--- config.mk ---
export PLATFORM = sky130hd
export DESIGN_NAME = dir_pulse_gen_flat
export DESIGN_NICKNAME = d
export VERILOG_FILES = /design/src/rtl/dir_pulse_gen_pkg.sv /design/src/rtl/dir_pulse_gen_if.sv /design/src/rtl/dir_pulse_gen_axis.sv /design/src/rtl/dir_pulse_gen.sv /design/src/flat_wrapper.sv
export SDC_FILE = /design/constraint.sdc
export NUM_CORES = 1
export LEC_CHECK = 0
export ABC_AREA = 1
export BUFFER_PORTS_ARGS = -buffer_cell sky130_fd_sc_hd__buf_2
export CORE_AREA = 2 2 101 103
export CTS_CLUSTER_SIZE = 14
export DETAILED_ROUTE_END_ITERATION = 6
export DIE_AREA = 0 0 103 105
export GPL_ROUTABILITY_DRIVEN = 0
export PLACE_DENSITY_LB_ADDON = 0.08
export REMOVE_ABC_BUFFERS = 1
export SLEW_MARGIN = 25
export SYNTH_ARGS = -nofsm -noshare
export SYNTH_HDL_FRONTEND = slang
export SYNTH_SLANG_ARGS = --single-unit
--- constraint.sdc ---
create_clock -name clk -period 2.4 [get_ports clk]
set_input_delay 0.72 -clock clk [delete_from_list [all_inputs] [get_ports clk]]
set_output_delay 0.72 -clock clk [all_outputs]
set_load 0.03 [all_outputs]
--- src/rtl/dir_pulse_gen_pkg.sv ---
// Shared encodings and default constants for the joystick direction pulse generator.
package dir_pulse_gen_pkg;

   localparam int unsigned POS_W = 10;
   localparam int unsigned CNT_W = 26;

   localparam int unsigned DEF_REPEAT_DELAY  = 40_000_000;
   localparam int unsigned DEF_REPEAT_PERIOD = 15_000_000;
   localparam int unsigned DEF_THRESH_LO     = 256;
   localparam int unsigned DEF_THRESH_HI     = 768;
   localparam int unsigned DEF_HYST          = 32;

   // Deflection state of one joystick axis
   typedef enum logic [1:0] {
      AX_CENTER = 2'd0,
      AX_NEG    = 2'd1,
      AX_POS    = 2'd2
   } axis_state_t;

   // Auto-repeat sequencer state of one axis
   typedef enum logic [1:0] {
      RP_IDLE   = 2'd0,
      RP_DELAY  = 2'd1,
      RP_REPEAT = 2'd2
   } rep_state_t;

endpackage

--- src/rtl/dir_pulse_gen_if.sv ---
// Sample strobe in, four move pulses out.
interface dir_pulse_gen_if;
   import dir_pulse_gen_pkg::*;

   logic             sample_valid;
   logic [POS_W-1:0] x_pos;
   logic [POS_W-1:0] y_pos;
   logic             left;
   logic             right;
   logic             up;
   logic             down;

   modport master (output sample_valid, x_pos, y_pos,
                   input  left, right, up, down);
   modport slave  (input  sample_valid, x_pos, y_pos,
                   output left, right, up, down);
endinterface

--- src/rtl/dir_pulse_gen_axis.sv ---
// One joystick axis: hysteresis classifier, auto-repeat FSM and down-counter.
module dir_axis
   import dir_pulse_gen_pkg::*;
#(
   parameter int unsigned REPEAT_DELAY  = DEF_REPEAT_DELAY,
   parameter int unsigned REPEAT_PERIOD = DEF_REPEAT_PERIOD,
   parameter int unsigned THRESH_LO     = DEF_THRESH_LO,
   parameter int unsigned THRESH_HI     = DEF_THRESH_HI,
   parameter int unsigned HYST          = DEF_HYST
) (
   input  logic             clk,
   input  logic             rst,
   input  logic             i_valid,
   input  logic [POS_W-1:0] i_pos,
   output logic             o_neg,
   output logic             o_pos
);

   localparam logic [CNT_W-1:0] DELAY_LD  = CNT_W'(REPEAT_DELAY - 1);
   localparam logic [CNT_W-1:0] PERIOD_LD = CNT_W'(REPEAT_PERIOD - 1);

   if (REPEAT_DELAY < 2 || REPEAT_PERIOD < 2 ||
       THRESH_LO + HYST >= THRESH_HI - HYST) begin : g_bad_cfg
      $error("dir_axis: unsupported timing or threshold configuration");
   end

   axis_state_t      r_axis, w_axis_cls, w_axis_nxt;
   rep_state_t       r_rep, w_rep_nxt;
   logic [CNT_W-1:0] r_cnt, w_cnt_nxt;
   logic             r_neg, r_pos, w_neg_nxt, w_pos_nxt;
   logic [31:0]      w_pos_ext;
   logic             w_entry, w_release;

   assign w_pos_ext = {{(32-POS_W){1'b0}}, i_pos};

   // Classify the incoming sample against the thresholds with release hysteresis
   always_comb begin
      w_axis_cls = r_axis;
      if (w_pos_ext < THRESH_LO) begin
         w_axis_cls = AX_NEG;
      end else if (w_pos_ext > THRESH_HI) begin
         w_axis_cls = AX_POS;
      end else if (r_axis == AX_NEG && w_pos_ext >= THRESH_LO + HYST) begin
         w_axis_cls = AX_CENTER;
      end else if (r_axis == AX_POS && w_pos_ext <= THRESH_HI - HYST) begin
         w_axis_cls = AX_CENTER;
      end
   end

   assign w_entry   = i_valid && (w_axis_cls != AX_CENTER) && (w_axis_cls != r_axis);
   assign w_release = i_valid && (w_axis_cls == AX_CENTER) && (r_axis != AX_CENTER);

   // Next-state and pulse decode; entry outranks release outranks counter expiry
   always_comb begin
      w_axis_nxt = i_valid ? w_axis_cls : r_axis;
      w_rep_nxt  = r_rep;
      w_cnt_nxt  = r_cnt;
      w_neg_nxt  = 1'b0;
      w_pos_nxt  = 1'b0;
      if (w_entry) begin
         w_rep_nxt = RP_DELAY;
         w_cnt_nxt = DELAY_LD;
         w_neg_nxt = (w_axis_cls == AX_NEG);
         w_pos_nxt = (w_axis_cls == AX_POS);
      end else if (w_release) begin
         w_rep_nxt = RP_IDLE;
         w_cnt_nxt = '0;
      end else if (r_rep != RP_IDLE) begin
         if (r_cnt == '0) begin
            w_rep_nxt = RP_REPEAT;
            w_cnt_nxt = PERIOD_LD;
            w_neg_nxt = (r_axis == AX_NEG);
            w_pos_nxt = (r_axis == AX_POS);
         end else begin
            w_cnt_nxt = r_cnt - 1'b1;
         end
      end
   end

   // State, counter and registered pulse outputs
   always_ff @(posedge clk) begin
      if (rst) begin
         r_axis <= AX_CENTER;
         r_rep  <= RP_IDLE;
         r_cnt  <= '0;
         r_neg  <= 1'b0;
         r_pos  <= 1'b0;
      end else begin
         r_axis <= w_axis_nxt;
         r_rep  <= w_rep_nxt;
         r_cnt  <= w_cnt_nxt;
         r_neg  <= w_neg_nxt;
         r_pos  <= w_pos_nxt;
      end
   end

   assign o_neg = r_neg;
   assign o_pos = r_pos;

endmodule

--- src/rtl/dir_pulse_gen.sv ---
// Joystick to cursor-move pulse generator: two independent axes with auto-repeat.
module dir_pulse_gen
   import dir_pulse_gen_pkg::*;
#(
   parameter int unsigned REPEAT_DELAY  = DEF_REPEAT_DELAY,
   parameter int unsigned REPEAT_PERIOD = DEF_REPEAT_PERIOD,
   parameter int unsigned THRESH_LO     = DEF_THRESH_LO,
   parameter int unsigned THRESH_HI     = DEF_THRESH_HI,
   parameter int unsigned HYST          = DEF_HYST
) (
   input  logic           clk,
   input  logic           rst,
   dir_pulse_gen_if.slave bus
);

   logic w_x_neg, w_x_pos, w_y_neg, w_y_pos;

   dir_axis #(
      .REPEAT_DELAY (REPEAT_DELAY),
      .REPEAT_PERIOD(REPEAT_PERIOD),
      .THRESH_LO    (THRESH_LO),
      .THRESH_HI    (THRESH_HI),
      .HYST         (HYST)
   ) u_x_axis (
      .clk    (clk),
      .rst    (rst),
      .i_valid(bus.sample_valid),
      .i_pos  (bus.x_pos),
      .o_neg  (w_x_neg),
      .o_pos  (w_x_pos)
   );

   dir_axis #(
      .REPEAT_DELAY (REPEAT_DELAY),
      .REPEAT_PERIOD(REPEAT_PERIOD),
      .THRESH_LO    (THRESH_LO),
      .THRESH_HI    (THRESH_HI),
      .HYST         (HYST)
   ) u_y_axis (
      .clk    (clk),
      .rst    (rst),
      .i_valid(bus.sample_valid),
      .i_pos  (bus.y_pos),
      .o_neg  (w_y_neg),
      .o_pos  (w_y_pos)
   );

   assign bus.left  = w_x_neg;
   assign bus.right = w_x_pos;
   assign bus.down  = w_y_neg;
   assign bus.up    = w_y_pos;

endmodule

--- src/flat_wrapper.sv ---
// flat-port wrapper written by rule: the top's interface ports become plain ports
module dir_pulse_gen_flat import dir_pulse_gen_pkg::*;
#(
   parameter int unsigned REPEAT_DELAY  = DEF_REPEAT_DELAY,
   parameter int unsigned REPEAT_PERIOD = DEF_REPEAT_PERIOD,
   parameter int unsigned THRESH_LO     = DEF_THRESH_LO,
   parameter int unsigned THRESH_HI     = DEF_THRESH_HI,
   parameter int unsigned HYST          = DEF_HYST
)
  (clk, rst, bus_sample_valid, bus_x_pos, bus_y_pos, bus_left, bus_right, bus_up, bus_down);
  dir_pulse_gen_if bus_i ();
  input  logic clk;
  input  logic rst;
  input wire logic [$bits(bus_i.sample_valid)-1:0] bus_sample_valid;
  input wire logic [$bits(bus_i.x_pos)-1:0] bus_x_pos;
  input wire logic [$bits(bus_i.y_pos)-1:0] bus_y_pos;
  output wire logic [$bits(bus_i.left)-1:0] bus_left;
  output wire logic [$bits(bus_i.right)-1:0] bus_right;
  output wire logic [$bits(bus_i.up)-1:0] bus_up;
  output wire logic [$bits(bus_i.down)-1:0] bus_down;
  assign bus_i.sample_valid = bus_sample_valid;
  assign bus_i.x_pos = bus_x_pos;
  assign bus_i.y_pos = bus_y_pos;
  assign bus_left = bus_i.left;
  assign bus_right = bus_i.right;
  assign bus_up = bus_i.up;
  assign bus_down = bus_i.down;
  dir_pulse_gen #(.REPEAT_DELAY(REPEAT_DELAY), .REPEAT_PERIOD(REPEAT_PERIOD), .THRESH_LO(THRESH_LO), .THRESH_HI(THRESH_HI), .HYST(HYST)) u_core (.clk(clk), .rst(rst), .bus(bus_i));
endmodule
# Yosys cells after proc, flatten, opt, wreduce, memory -nomap -nowiden
# Index checks and enable logic that the tools add are counted.
dict set report op_classes {
  addsub 2
  multipliers 0
  div 0
  n_lt_le_gt_ge 8
  eq_ne 10
  shifts 0
  n_mux 40
  bitwise 0
  n_reduce_logical 32
}
# operator n
set ops {}
lappend ops {{26-bit two-way mux} 8}
lappend ops {{26-bit zero test} 2}
lappend ops {{26-bit by 1-bit subtractor with 26-bit output, second input constant} 2}
lappend ops {{1-bit two-way mux} 24}
lappend ops {{10-bit by 9-bit greater-or-equal comparator with 1-bit output, second input constant} 2}
lappend ops {{10-bit > comparator, second input constant} 2}
lappend ops {{10-bit <= comparator, second input constant} 2}
lappend ops {{10-bit by 9-bit < comparator with 1-bit output, second input constant} 2}
lappend ops {{2-bit two-way mux} 8}
lappend ops {{1-bit logical AND} 12}
lappend ops {{2-bit nonzero test} 6}
lappend ops {{3-bit nonzero test} 4}
lappend ops {{2-bit by 1-bit equality test with 1-bit output, second input constant} 4}
lappend ops {{2-bit equality test, second input constant} 4}
lappend ops {{2-bit AND reduction} 4}
lappend ops {{3-bit OR reduction} 2}
lappend ops {{2-bit zero test} 2}
lappend ops {{2-bit inequality test} 2}
dict set report word_totals {
  reg_bits 64
  latchBits 0
  mem_bits_rw 0
  mem_bits_ro 0
  in_bits 23
  out_inout_bits 4
  word_cells 106
  memories 0
}

# Logic depth before layout (Yosys ltp)
# Gate-level depths: netlist (run 1).
dict set report logic_depth {
  ltp_word 11
  ltp_mapped 15
  depth_no_buf 14
}

# Hierarchy
# From an unflattened synthesis (run 1), not the netlist that was laid out.
dict set report unflattened {
  hier_cells 658
  area_unflattened_um2 4184.0
}
# module n_inst cells_per_inst area_each_um2 seq_area_each_um2
set by_module_without_submodules {}
lappend by_module_without_submodules {dir_axis 2 329 2092.0 640.6}

# Worst setup path after synthesis (run 1)
# Ideal clock, no wire load.
dict set report synth_timing {
  path_kind {input -> register}
  startpoint {input port bus_y_pos[1]}
  endpoint {register u_core.u_y_axis.r_cnt[0]}
  setup_ns 0.132
  arrival_time_ns 1.908
  t_required_ns 2.268
  setup_slack_ns 0.360
  stages 12
  path_buffers 2
  cell_sequence {nor2_1 > nand3_1 > o21bai_2 > nand2_1 > nand2_2 > nand2_1 > nand2_1 > nand3_2 > buf_2 > buf_6 > a21oi_1 > a21oi_1}
}
dict set report synth_via {
  elab_chain_cells 11
  word_cells_on_any_way 20
  cone_classes {order compare: 4; eq/ne: 1; mux: 6; reduce/logical: 9}
}
# item line_no
set synth_lines {}
lappend synth_lines {{start, declared} flat_wrapper.sv:16} ;# input wire logic [$bits(bus_i.y_pos)-1:0] bus_y_pos;
lappend synth_lines {{10-bit <= comparator} dir_pulse_gen_axis.sv:45} ;# end else if (r_axis == AX_POS && w_pos_ext <= THRESH_HI - HYST) begin
lappend synth_lines {{1-bit logical AND} dir_pulse_gen_axis.sv:45}
lappend synth_lines {{2-bit two-way mux} dir_pulse_gen_axis.sv:45}
lappend synth_lines {{2-bit two-way mux} dir_pulse_gen_axis.sv:43} ;# end else if (r_axis == AX_NEG && w_pos_ext >= THRESH_LO + HYST) begin
lappend synth_lines {{2-bit two-way mux} dir_pulse_gen_axis.sv:41} ;# end else if (w_pos_ext > THRESH_HI) begin
lappend synth_lines {{2-bit two-way mux *} dir_pulse_gen_axis.sv:39} ;# if (w_pos_ext < THRESH_LO) begin
lappend synth_lines {{2-bit zero test} dir_pulse_gen_axis.sv:51} ;# assign w_release = i_valid && (w_axis_cls == AX_CENTER) && (r_axis != AX_CENTER);
lappend synth_lines {{1-bit logical AND (2 in series)} dir_pulse_gen_axis.sv:51}
lappend synth_lines {{26-bit two-way mux} dir_pulse_gen_axis.sv:65} ;# end else if (w_release) begin
lappend synth_lines {{26-bit two-way mux} dir_pulse_gen_axis.sv:60} ;# if (w_entry) begin
lappend synth_lines {{end signal, assigned} dir_pulse_gen_axis.sv:91} ;# r_cnt <= w_cnt_nxt;
lappend synth_lines {{end, declared} dir_pulse_gen_axis.sv:29} ;# logic [CNT_W-1:0] r_cnt, w_cnt_nxt;
# Mark *: on every way between the ends. The rest lies on a longest branch, timed or not.
# A chain may end at the register's enable or synchronous reset.

# Worst setup path in the final report (run 1)
dict set report layout_timing {
  startpoint {register u_core.u_x_axis.r_cnt[17]}
  endpoint {register u_core.u_x_axis.r_cnt[17]}
}
dict set report layout_via {
  elab_chain_cells 5
  word_cells_on_any_way 6
  cone_classes {add/sub: 1; mux: 4; reduce/logical: 1}
}
# item line_no
set layout_lines {}
lappend layout_lines {{start, declared} dir_pulse_gen_axis.sv:29}
lappend layout_lines {{start signal, assigned} dir_pulse_gen_axis.sv:91}
lappend layout_lines {{26-bit by 1-bit subtractor with 26-bit output / 26-bit zero test (equally long branches)} {dir_pulse_gen_axis.sv:75, dir_pulse_gen_axis.sv:69}}
lappend layout_lines {{26-bit two-way mux *} dir_pulse_gen_axis.sv:69} ;# if (r_cnt == '0) begin
lappend layout_lines {{26-bit two-way mux *} dir_pulse_gen_axis.sv:68} ;# end else if (r_rep != RP_IDLE) begin
lappend layout_lines {{26-bit two-way mux *} dir_pulse_gen_axis.sv:65}
lappend layout_lines {{26-bit two-way mux *} dir_pulse_gen_axis.sv:60}
# Mark *: on every way between the ends. The rest lies on a longest branch, timed or not. The select of a mux whose other input is x is not followed.

==> out/qor_table.md, run 1 <==
| Quantity | Reported | Unit |
|:---|:---|:---|
| Time the worst path needs with I/O delays and setup | 2020 | ps |
| Placement Setup Slack | 104 | ps |
| TritonCTS clock tree | done | - |
| Clk Tree Root Cell | sky130_fd_sc_hd__clkbuf_8 | - |
| Die X-Extent | 103 | um |
| Worst EP arrival | 2250 | ps |
| Library cells used by synthesis | 42 | - |
| Clk slew on worst S/H paths | 80 | ps |
| Count of hold-fix buffers inserted at cts | 0 | - |
| Max-cap violations | 0 | - |
| FF+latch count, synth | 64 | - |
| DRC viols | 0 | - |
| Largest area contributor in the netlist | sky130_fd_sc_hd__dfxtp_1 | - |
| Share of final-layout standard cells stronger than drive strength 1 | 0.146 | - |
| Cell types with the highest counts after synthesis | sky130_fd_sc_hd__nor2_1, sky130_fd_sc_hd__nand2_1, sky130_fd_sc_hd__dfxtp_1, sky130_fd_sc_hd__a21oi_1, sky130_fd_sc_hd__nand3_1 | - |
| Num ports | 27 | - |
| Final critical-path setup slack | 378 | ps |
| Detailed-routing iteration count for the pre-antenna-repair pass | 4 | - |
| Number of flops mapped to enable cells by yosys | 0 | - |
| Async set or reset register ratio after synthesis | 0 | - |
| Final-report setup violation count | 0 | - |
| Detail Placement HPWL | 8.28 | mm |
| Routed vias | 4381 | - |
| Number of nets at the end of the flow | 728 | - |
| Clock insertion delay at the later pin of the skew report | 360 | ps |
| Share of synthesized area occupied by flip-flops and latches | 0.297 | - |
| Overflow left after global routing | 0 | - |
| Relative max-transition margin | 0.599 | - |
| Critical path buffer and inverter count | 0 | - |
| Final max-slew violation count | 0 | - |
| Yosys Warn Count | 0 | - |
| Fill cell total of the finished layout | 1038 | - |
| Worst hold path class | flip-flop to flip-flop | - |
| Mean post-synth cell area | 6.40 | sq um |
| Number of instances in the synthesized netlist | 674 | - |
| Actual slew at the worst max-slew pin | 597 | ps |
| Starting density of the core | 0.448 | - |
| Wire length of the first global-routing pass | 19.2 | mm |
| Clock tree skew after final layout | 12.8 | ps |
| Core Rows | 36 | - |
| Ordered list of cells on the worst path | nor2_1 -> nand2_1 -> nor2_1 -> nand2_1 -> nor3_4 -> nor2_1 -> o21ai_0 -> nor2_1 -> nor2_1 -> a21oi_1 | - |
| Num Clock Sinks | 64 | - |
| Type of the worst setup path | flip-flop to flip-flop | - |
| Post-route setup TNS | 0 | ps |
| Area growth syn-to-layout | 11.3 | % |
| Ant diodes | 0 | - |
| Final critical-path share of the clock period | 0.843 | - |
| Min Hold Slack | 464 | ps |
| Final-report hold violation count | 0 | - |
| Source of the worst hold timing path | u_core.u_y_axis.r_rep[1] | - |
| Number of buffers inserted by port buffering | 26 | - |
| Cell occurring most often along the worst timing path | sky130_fd_sc_hd__nor2_1 | - |
| RR Startpoint | u_core.u_x_axis.r_cnt[17] | - |
| Antenna Nets Post-Route | 0 | - |
| Static leakage | 0.00210 | uW |
| Data required, critical path | 2630 | ps |
| Most instantiated flip-flop cell in the synthesis netlist | sky130_fd_sc_hd__dfxtp_1 | - |
| Overall die area | 10800 | sq um |
| Maximum clock insertion buffer count | 2 | - |
| Power density normalized to cell area | 801 | nW/um^2 |
| Setup repair after global routing missed its margin | no | - |
| Placeable core region | 9640 | sq um |
| Synth top area share | 0.297 | - |
| Num CTS Buffers | 9 | - |
| Average via count per standard cell | 5.22 | - |
| Area contributors post-synth | sky130_fd_sc_hd__dfxtp_1, sky130_fd_sc_hd__nor2_1, sky130_fd_sc_hd__nand2_1 | - |
| Routed Wire Length | 11.0 | mm |
| Delay-heaviest family, CP | simple AND/OR/NAND/NOR gates | - |
| Status | completed | - |
| CTS HTree Levels | 3 | - |
| Maximum number of pins on one net before global-route repair | 37 | - |
| Antenna violations before repair | 0 | - |
| Number of global-route vias before repair | 4275 | - |
| Total setup buffers inserted after CTS | 0 | - |
| Maximum clock frequency | 0.495 | GHz |
| Drt initial violations | 134 | - |
| CP max stage cell | sky130_fd_sc_hd__dfxtp_1 | - |
| Max stage delay on crit path | 360 | ps |
| Biggest fanout along the worst timing path | 10 | - |
| Number of gates given a new drive strength after cts | 0 | - |
| Setup crit end kind | flip-flop | - |
| Vert. Die Dim | 105 | um |
| Most instantiated library cell after synthesis | sky130_fd_sc_hd__nor2_1 | - |
| Total global routing track utilization | 0.220 | - |
| Mapped cell area | 4320 | sq um |
| WL/cell | 13.1 | um |
| Origin of the worst setup path | u_core.u_x_axis.r_cnt[17] | - |
| Critical path launch point type | flip-flop | - |
| Worst voltage drop across the vdd grid | 0.286 | mV |
==> worst min-delay path, cell delays in order, from the launching register on <==
cell and delay (ps):
sky130_fd_sc_hd__dfxtp_1 320, sky130_fd_sc_hd__inv_1 60, sky130_fd_sc_hd__a21oi_2 40
==> cells in the final DEF, fill, tap and decap left out, types with 3 or more instances in the layout <==
cell type | synthesis | final
sky130_fd_sc_hd__o21ai_0 | 23 | 23
sky130_fd_sc_hd__nor2_1 | 165 | 165
sky130_fd_sc_hd__buf_2 | 3 | 26
sky130_fd_sc_hd__o21ai_1 | 5 | 5
sky130_fd_sc_hd__or2_2 | 5 | 5
sky130_fd_sc_hd__nor3_2 | 6 | 6
sky130_fd_sc_hd__buf_4 | 5 | 12
sky130_fd_sc_hd__ha_1 | 4 | 4
sky130_fd_sc_hd__nor4_1 | 3 | 3
sky130_fd_sc_hd__nand2_1 | 113 | 113
sky130_fd_sc_hd__nand3_1 | 51 | 51
sky130_fd_sc_hd__xor2_1 | 18 | 18
sky130_fd_sc_hd__nor2_2 | 8 | 8
sky130_fd_sc_hd__nor3_1 | 9 | 9
sky130_fd_sc_hd__clkbuf_8 | 0 | 10
sky130_fd_sc_hd__dfxtp_1 | 64 | 64
sky130_fd_sc_hd__nand3_2 | 5 | 5
sky130_fd_sc_hd__inv_1 | 41 | 41
sky130_fd_sc_hd__nand3b_1 | 3 | 3
sky130_fd_sc_hd__inv_2 | 4 | 4
sky130_fd_sc_hd__xnor2_1 | 13 | 13
sky130_fd_sc_hd__nand4_1 | 25 | 25
sky130_fd_sc_hd__clkinv_2 | 0 | 3
sky130_fd_sc_hd__nand2_2 | 8 | 8
sky130_fd_sc_hd__a21oi_1 | 61 | 61
==> power by group <==
part	internal, uW	switching, uW
clock	607	446
combinational	550	939
sequential	1170	134
==> path summary, 6_finish.rpt <==
path                          endpoint  slack (ps)  cells after the start
max          u_core.u_x_axis.r_cnt[17]         380                     10
min           u_core.u_y_axis.r_rep[1]         460                      2
max reg2reg  u_core.u_x_axis.r_cnt[17]         380                     10
min reg2reg   u_core.u_y_axis.r_rep[1]         460                      2
==> routing by layer <==
layer	share of wire	GRT usage	routed length [um]	up-vias
met5	0	0	0	-
met4	0.028	0.0940	305	0
met3	0.044	0.0308	481	26
met2	0.50	0.381	5500	102
met1	0.43	0.266	4720	1995
li1	-	-	-	2258
==> cell families after synthesis <==
logic type	after synthesis	synth area share
flip-flops	64	0.297
adder cells (fa/ha/maj)	4	0.0116
XOR/XNOR	31	0.0629
buffers and inverters	71	0.0783
AND/OR/NAND/NOR	409	0.435
AO/OA/AOI/OAI	95	0.116
==> area by class of cell <==
type / count / area, sq um / share of cell area
clock buffers: 10 / 138 / 0.0287
clock inverters: 6 / 82.6 / 0.0172
inverters: 47 / 179 / 0.0372
multi-input cells: 539 / 2700 / 0.561
flip-flops and latches: 64 / 1280 / 0.267
well taps: 133 / 166 / 0.0346
repair buffers: 40 / 260 / 0.0542
==> state kept, by name, indices dropped and copies added (netlist names) <==
signal,flops
u_core.u_y_axis.o_pos,1
u_core.u_y_axis.r_cnt,26
u_core.u_y_axis.r_rep,2
u_core.u_y_axis.r_axis,2
u_core.u_y_axis.o_neg,1
u_core.u_x_axis.o_neg,1
u_core.u_x_axis.r_cnt,26
u_core.u_x_axis.o_pos,1
u_core.u_x_axis.r_axis,2
u_core.u_x_axis.r_rep,2
==> metrics by stage <==
step	cell area, sq um	total power [uW]	instances	utilization
2_1_floorplan	4160	2440	650	-
3_3_place_gp	4580	2800	823	0.475
3_5_place_dp	4580	2810	823	0.475
4_1_cts	4800	3870	839	0.498
5_1_grt	4800	4140	839	0.498
6_report	4800	3850	839	0.498
Power figures use the tool's default switching activity.
==> inputs of run 2 (changes only) <==
ABC_AREA = 0   (was 1)
CORE_AREA = 2 2 96 98   (was 2 2 101 103)
DIE_AREA = 0 0 98 100   (was 0 0 103 105)
clock period = 1.9 ns   (was 2.4 ns; I/O delays follow)
==> run 2 against run 1 <==
The run now ends with setup timing left; non-clock buffer count is 140 higher; combinational power up 57%; register-to-register slack got worse by 750 ps; cell area is 26% higher; sequential power increased by 17%; cell count is 7.4% lower; area after synthesis is 11% lower; critical path type is now input pin to flip-flop; core utilization rose by 18 points; die area is 9.4% lower; via count rose by 3.2%; routed wire length grew 16%; worst setup slack lost 780 ps.
==> out/qor_table.md, run 2 <==
| Quantity | Reported | Unit | Change |
|:---|:---|:---|:---|
| Synth top area share | 0.334 | - | +0.0374 |
| CTS HTree Levels | 3 | - | unchanged |
| Clock tree skew after final layout | 6.61 | ps | -6.17 ps |
| Largest registers ranked by flip-flop count | u_core.u_x_axis.r_cnt (26), u_core.u_y_axis.r_cnt (26) | - |  |
| Detail Placement HPWL | 8.48 | mm | +2.5% |
| Num Clock Sinks | 64 | - | unchanged |
| Setup repair after global routing missed its margin | yes | - |  |
| Maximum clock insertion buffer count | 2 | - | unchanged |
| Global-route track usage on met1 | 0.299 | - | +0.0335 |
| CP max stage cell | sky130_fd_sc_hd__or4_4 | - |  |
| GR peak layer | met2 | - |  |
| Global routing usage on met2 | 0.452 | - | +0.0703 |
| Num ports | 27 | - | unchanged |
| Data required, critical path | 2140 | ps | -490 ps |
| Number of nets at the end of the flow | 688 | - | -5.5% |
| Final-report hold violation count | 0 | - | unchanged |
| Post-synthesis adder-cell area fraction | 0.0157 | - | +0.00407 |
| Library cells used by synthesis | 75 | - | +79% |
| Number of buffers inserted by port buffering | 26 | - | unchanged |
| Time the worst path needs with I/O delays and setup | 2300 | ps |  |
| Critical path buffer and inverter count | 1 | - | +1 |
| Clock insertion delay at the later pin of the skew report | 350 | ps | about the same |
| Area growth syn-to-layout | 57.9 | % |  |
| TritonCTS clock tree | done | - |  |
| Ordered list of cells on the worst path | buf_6 -> or4_4 -> o311a_4 -> or3_4 -> or3_4 -> o211ai_1 -> a21oi_1 | - |  |
| Commonest non-fill, non-tap cell in the layout | sky130_fd_sc_hd__buf_4 | - |  |
| Number of global-route vias before repair | 4445 | - | +4.0% |
| Overall die area | 9800 | sq um | -9.4% |
| Most instantiated library cell after synthesis | sky130_fd_sc_hd__dfxtp_1 | - |  |
| Combinational share of power | 0.462 | - | +0.075 |
| Area contributors post-synth | sky130_fd_sc_hd__dfxtp_1, sky130_fd_sc_hd__o21ai_0, sky130_fd_sc_hd__nor2_1 | - |  |
| Detailed-routing iteration count for the pre-antenna-repair pass | 4 | - | unchanged |
| Worst hold path class | flip-flop to flip-flop | - |  |
| Setup crit end kind | flip-flop | - |  |
| Relative max-transition margin | 0.679 | - | +0.0801 |
| Delay-heaviest family, CP | simple AND/OR/NAND/NOR gates | - |  |
| Post-route core utilization | 0.681 | - | +0.182 |
| Clk Tree Root Cell | sky130_fd_sc_hd__clkbuf_8 | - |  |
| Fraction of power consumed by sequential logic | 0.302 | - | -0.037 |
| Core Rows | 35 | - | -2.8% |
| Cell occurring most often along the worst timing path | sky130_fd_sc_hd__or3_4 | - |  |
| Worst EP arrival | 2540 | ps | +290 ps |
| Critical path launch point type | input pin | - |  |
| Share of final-layout standard cells stronger than drive strength 1 | 0.461 | - | +0.315 |
| Share of synthesized area occupied by flip-flops and latches | 0.334 | - | +0.0374 |
| Max stage delay on crit path | 530 | ps | +170 ps |
| Async set or reset register ratio after synthesis | 0 | - | unchanged |
| Cell internal power dissipation | 3170 | uW | +36% |
| Worst voltage drop across the vdd grid | 0.595 | mV | +110% |
| Placeable core region | 8890 | sq um | -7.8% |
| Count of hold-fix buffers inserted at cts | 0 | - | unchanged |
| Average via count per standard cell | 5.82 | - | +11% |
| Antenna Nets Post-Route | 0 | - | unchanged |
| Power share of the clock group | 0.236 | - | -0.038 |
| Largest area contributor in the netlist | sky130_fd_sc_hd__dfxtp_1 | - |  |
| Number of flops mapped to enable cells by yosys | 0 | - | unchanged |
| Final-report setup violation count | 63 | - | +63 |
| Static leakage | 0.00254 | uW | +21% |
| Yosys Warn Count | 0 | - | unchanged |
| Mean post-synth cell area | 7.81 | sq um | +22% |
| Final critical-path setup slack | -397 | ps | -775 ps |
| Wire length of the first global-routing pass | 20.5 | mm | +6.6% |
| Antenna violations before repair | 0 | - | unchanged |
| Violations in the final reports | setup timing | - |  |
| Combinational family with the most area after synthesis | simple AND/OR/NAND/NOR gates | - |  |
| Post-synthesis simple-gate area fraction | 0.318 | - | -0.117 |
| Sum of internal, switching and leakage power | 5060 | uW | +31% |
| Switching Share | 0.374 | - | -0.0210 |
| Mux share of post-synthesis cell area | 0.0111 | - | +0.0111 |
| XOR/XNOR Fraction of Synth Area | 0.0297 | - | -0.0332 |
| Status | complete, but fails checks | - |  |
| Clk slew on worst S/H paths | 80 | ps | about the same |
| GRT met3 Usage | 0.0418 | - | +0.0110 |
| Switching power of the nets | 1890 | uW | +24% |
| Cell types with the highest counts after synthesis | sky130_fd_sc_hd__dfxtp_1, sky130_fd_sc_hd__nor2_1, sky130_fd_sc_hd__nand2_1, sky130_fd_sc_hd__o21ai_0, sky130_fd_sc_hd__a21oi_1 | - |  |
| Routed Wire Length | 12.8 | mm | +16% |
| Final max-slew violation count | 0 | - | unchanged |
| Most frequent cells in the layout | sky130_fd_sc_hd__buf_4, sky130_fd_sc_hd__dfxtp_1, sky130_fd_sc_hd__nor2_1, sky130_fd_sc_hd__nand2_1 | - |  |
| Actual slew at the worst max-slew pin | 479 | ps | -117 ps |
| Drt initial violations | 181 | - | +35% |
| Ant diodes | 0 | - | unchanged |
| Maximum clock frequency | 0.435 | GHz |  |
| FF+latch count, synth | 64 | - | unchanged |
| Maximum number of pins on one net before global-route repair | 14 | - | -62% |
| Routed vias | 4523 | - | +3.2% |
| Mapped cell area | 3830 | sq um | -11% |
| Vert. Die Dim | 100 | um | -4.8% |
| Total global routing track utilization | 0.255 | - | +0.0350 |
| Overflow left after global routing | 0 | - | unchanged |
| Type of the worst setup path | input pin to flip-flop | - |  |
| WL/cell | 16.5 | um | +25% |
| Number of instances in the synthesized netlist | 491 | - | -27% |
| Synthesized-area fraction occupied by ao, oa, aoi and oai cells | 0.248 | - | +0.133 |
| Num CTS Buffers | 9 | - | unchanged |
| Starting density of the core | 0.431 | - | -0.0166 |
| Power density normalized to cell area | 836 | nW/um^2 | +4.3% |
| Max-cap violations | 0 | - | unchanged |
| Most instantiated flip-flop cell in the synthesis netlist | sky130_fd_sc_hd__dfxtp_1 | - |  |
| DRC viols | 0 | - | unchanged |
| Biggest fanout along the worst timing path | 4 | - | -6 |
| Final critical-path share of the clock period | 1.21 | - |  |
| Die X-Extent | 98 | um | -4.9% |
## run 2: cell families after synthesis
group	Yosys count
buffers and inverters	40
AO/OA/AOI/OAI	140
adder cells (fa/ha/maj)	5
AND/OR/NAND/NOR	225
multiplexers	4
flip-flops	64
XOR/XNOR	13
## run 2: cell type report
cell class	count	area, sq um
clock buffer	9	124
inverter	18	67.6
multi-input combinational	388	2910
tap	111	139
clock inverter	7	71.3
fill	736	2840
timing repair buffer	180	1460
sequential	64	1280
## run 2: routing by layer
metal,up-vias,part of all wire
li1,2199,-
met1,2164,0.42
met2,119,0.51
met3,41,0.039
met4,0,0.031
met5,-,0
## run 2: worst paths after layout
kind	start	slack (ps)	cells past startpoint	end
setup / recovery	bus_x_pos[4]	-400	7	u_core.u_x_axis.r_cnt[1]
hold reg to reg	u_core.u_y_axis.r_cnt[10]	500	2	u_core.u_y_axis.r_cnt[10]
setup reg to reg	u_core.u_x_axis.r_cnt[6]	-370	7	u_core.u_x_axis.r_cnt[16]
hold / removal	u_core.u_y_axis.r_cnt[10]	500	2	u_core.u_y_axis.r_cnt[10]
## run 2: timing repair
action | in CTS | in global routing
buffers inserted | 10 | 11
pin swaps | 47 | 40
setup endpoints to repair | 63 | 64
cloned | 3 | 0
gates resized for setup | 96 | 62
## run 2: power by group through the flow
stage	Combinational (uW)	Clock, uW	Sequential (uW)
2_1_floorplan	958	0	1580
4_1_cts	2180	1220	1530
3_3_place_gp	1980	0	1550
3_5_place_dp	2000	0	1550
5_1_grt	2540	1260	1540
6_report	2340	1190	1530
## run 2: tightest hold or removal path, stage by stage, from the launching register on
cell and delay [ps]:
sky130_fd_sc_hd__dfxtp_1 330, sky130_fd_sc_hd__nand2b_1 80, sky130_fd_sc_hd__a21oi_2 50
## run 2: stage by stage
stage	cell area [sq um]	worst slack (ps)	instances	hold WS, ps	setup TNS, ps
CTS	5770	-412	769	493	-19230
global route	6050	-456	777	530	-23550
finish	6050	-397	777	499	-19720
floorplan	3740	-850	469	448	-40810
detailed placement	5060	-904	742	481	-47560
global placement	5060	-845	742	470	-45790
==> inputs of run 3 (changes only) <==
PLACE_DENSITY_LB_ADDON = not set   (was 0.08)
==> run 3 against run 2 <==
The flow still finishes with violations (setup timing); critical endpoint unchanged; clock power grew 23%; register-to-register slack gained 40 ps; total power is 9.0% higher; flip-flop and latch count stayed put; critical path type unchanged.
==> out/qor_table.md, run 3 (synthesis gave the netlist of run 2 again) <==
| Quantity | Reported | Unit | Change |
|:---|:---|:---|:---|
| Worst voltage drop across the vdd grid | 0.729 | mV | +22% |
| Final-report hold violation count | 0 | - | unchanged |
| Actual slew at the worst max-slew pin | 751 | ps | +272 ps |
| Final-report setup violation count | 62 | - | -1.6% |
| Clk Tree Root Cell | sky130_fd_sc_hd__clkbuf_8 | - |  |
| Fraction of power consumed by sequential logic | 0.278 | - | -0.024 |
| Setup crit end kind | flip-flop | - |  |
| Max-cap violations | 0 | - | unchanged |
| DRC viols | 0 | - | unchanged |
| Critical path launch point type | input pin | - |  |
| Status | complete, but fails checks | - |  |
| Routed vias | 4605 | - | +1.8% |
| Worst hold path class | flip-flop to flip-flop | - |  |
| Starting density of the core | 0.431 | - | unchanged |
| Final max-slew violation count | 0 | - | unchanged |
| Clk slew on worst S/H paths | 70 | ps | about the same |
| Number of global-route vias before repair | 4526 | - | +1.8% |
| Type of the worst setup path | input pin to flip-flop | - |  |
| Drt initial violations | 207 | - | +14% |
| Worst EP arrival | 2580 | ps | +40 ps |
| Maximum number of pins on one net before global-route repair | 14 | - | unchanged |
| Fill cell total of the finished layout | 662 | - | -10% |
| Die X-Extent | 98 | um | unchanged |
| Num ports | 27 | - | unchanged |
| CTS HTree Levels | 3 | - | unchanged |
| Detail Placement HPWL | 8.33 | mm | -1.8% |
| TritonCTS clock tree | done | - |  |
| Cell depth of the worst min-delay path | 1 | - | -1 |
| Time the worst path needs with I/O delays and setup | 2350 | ps | +50.7 ps |
| Relative max-transition margin | 0.497 | - | -0.182 |
| Overflow left after global routing | 0 | - | unchanged |
| Cell internal power dissipation | 3580 | uW | +13% |
| R2r worst-path depth | 8 | - | +1 |
| Crit path to | u_core.u_x_axis.r_cnt[1] | - |  |
| Detailed-routing iteration count for the pre-antenna-repair pass | 5 | - | +1 |
| Core Rows | 35 | - | unchanged |
| Switching power of the nets | 1940 | uW | +2.4% |
| Final critical-path setup slack | -448 | ps | -50.7 ps |
| Largest registers ranked by flip-flop count | u_core.u_x_axis.r_cnt (26), u_core.u_y_axis.r_cnt (26) | - |  |
| Cell occurring most often along the worst timing path | sky130_fd_sc_hd__or3_4 | - |  |
| Data required, critical path | 2130 | ps | about the same |
| Commonest non-fill, non-tap cell in the layout | sky130_fd_sc_hd__buf_4 | - |  |
| Wire length of the first global-routing pass | 21.1 | mm | +3.0% |
| Antenna Nets Post-Route | 0 | - | unchanged |
| Count of hold-fix buffers inserted at cts | 0 | - | unchanged |
| Placeable core region | 8890 | sq um | unchanged |
| Number of buffers inserted by port buffering | 26 | - | unchanged |
| Total global routing track utilization | 0.260 | - | +0.00568 |
| R2R Path End | u_core.u_x_axis.r_cnt[7] | - |  |
| Setup repair after global routing missed its margin | yes | - |  |
| Antenna violations before repair | 0 | - | unchanged |
| Share of final-layout standard cells stronger than drive strength 1 | 0.468 | - | +0.00709 |
| Static leakage | 0.00265 | uW | +4.4% |
| Violations in the final reports | setup timing | - |  |
| Biggest fanout along the worst timing path | 4 | - | unchanged |
| Register-to-register setup slack | -330 | ps | +40 ps |
| Maximum clock frequency | 0.426 | GHz | -2.2% |
| Ordered list of cells on the worst path | buf_6 -> or4_4 -> o311a_4 -> or3_4 -> or3_4 -> o211ai_1 -> a21oi_1 | - |  |
| Clock tree skew after final layout | 8.28 | ps | +1.67 ps |
| RR Startpoint | u_core.u_x_axis.r_cnt[6] | - |  |
| Switching Share | 0.351 | - | -0.0225 |
| WL/cell | 16.9 | um | +2.7% |
| Maximum clock insertion buffer count | 2 | - | unchanged |
| Routed Wire Length | 13.2 | mm | +3.6% |
| Most frequent cells in the layout | sky130_fd_sc_hd__buf_4, sky130_fd_sc_hd__dfxtp_1, sky130_fd_sc_hd__nor2_1, sky130_fd_sc_hd__nand2_1, sky130_fd_sc_hd__buf_2 | - |  |
| Num CTS Buffers | 9 | - | unchanged |
| Power share of the clock group | 0.265 | - | +0.029 |
| Average via count per standard cell | 5.87 | - | +0.90% |
| Origin of the worst setup path | bus_x_pos[1] | - |  |
| Power density normalized to cell area | 886 | nW/um^2 | +6.0% |
| Final critical-path share of the clock period | 1.24 | - | +0.0267 |
| Number of nets at the end of the flow | 696 | - | +1.2% |
| Clock insertion delay at the later pin of the skew report | 340 | ps | about the same |
| Max stage delay on crit path | 540 | ps | about the same |
| Post-route setup TNS | -19120 | ps | +597 ps |
| Area growth syn-to-layout | 62.3 | % |  |
| Vert. Die Dim | 100 | um | unchanged |
| Num Clock Sinks | 64 | - | unchanged |
| Combinational share of power | 0.457 | - | -0.005 |
| CP max stage cell | sky130_fd_sc_hd__or4_4 | - |  |
| Ant diodes | 0 | - | unchanged |
| Sum of internal, switching and leakage power | 5510 | uW | +9.0% |
| Overall die area | 9800 | sq um | unchanged |
==> run 3: changes by cell type in the layout (fill, tap and decap cells not counted), sizes merged <==
cell,before,now
clkinv,3,1
clkbuf,9,13
inv,18,17
buf,180,187
clkinvlp,3,0
bufinv,1,3
==> run 3: critical path: cells and delay by family <==
family                 cells  cell delay [ps]
buffers and inverters      1               90
and+or+nand+nor            3             1360
AOI/OAI and AO/OA          3              540
==> run 3: worst min-delay path by stage <==
| stage | startpoint | to | slack (ps) |
|---|---|---|---|
| finish | u_core.u_y_axis.r_cnt[14] | u_core.u_y_axis.r_cnt[14] | 500 |
| global route | u_core.u_x_axis.r_rep[0] | u_core.u_x_axis.r_rep[0] | 520 |
| CTS | u_core.u_y_axis.r_cnt[14] | u_core.u_y_axis.r_cnt[14] | 490 |
| detailed placement | u_core.u_y_axis.r_cnt[14] | u_core.u_y_axis.r_cnt[14] | 470 |
| global placement | u_core.u_y_axis.r_cnt[14] | u_core.u_y_axis.r_cnt[14] | 470 |
| floorplan | u_core.u_y_axis.r_cnt[14] | u_core.u_y_axis.r_cnt[14] | 450 |
==> run 3: power groups by stage <==
stage	registers [uW]	clock network [uW]	logic (uW)
finish	1530	1460	2520
global route	1540	1510	2710
CTS	1520	1460	2320
detailed placement	1550	0	1980
global placement	1550	0	1970
floorplan	1580	0	958
==> run 3: layout make-up <==
class	instances	area [sq um]	share of cell area
Inverter	18	67.6	0.0109
Clock inverter	3	90.1	0.0145
Timing Repair Buffer	188	1520	0.245
Clock buffer	12	145	0.0233
Sequential cell	64	1280	0.206
Tap cell	111	139	0.0223
Multi-Input combinational cell	388	2970	0.478
==> run 3: metrics by stage <==
step           setup WS [ps]   util  cells  hold WS, ps  area [sq um]
5_1_grt                 -482  0.700    784          518          6220
4_1_cts                 -396  0.669    777          486          5950
6_report                -448  0.700    784          501          6220
3_3_place_gp            -829  0.569    743          466          5060
2_1_floorplan           -850      -    469          448          3740
3_5_place_dp            -862  0.569    743          473          5060
==> run 3: repair_timing <==
item / in CTS / in global routing
pin swaps: 59 / 34
endpoints found under the setup margin: 64 / 63
setup buffers: 18 / 8
resized for setup: 117 / 46
cloned: 3 / 1
==> run 3: metal layers <==
layer / part of all wire / vias to the layer above / GRT usage
met3: 0.043 / 29 / 0.0320
met1: 0.41 / 2209 / 0.316
met5: 0 / - / 0
met2: 0.52 / 153 / 0.468
met4: 0.020 / 0 / 0.107
li1: - / 2214 / -
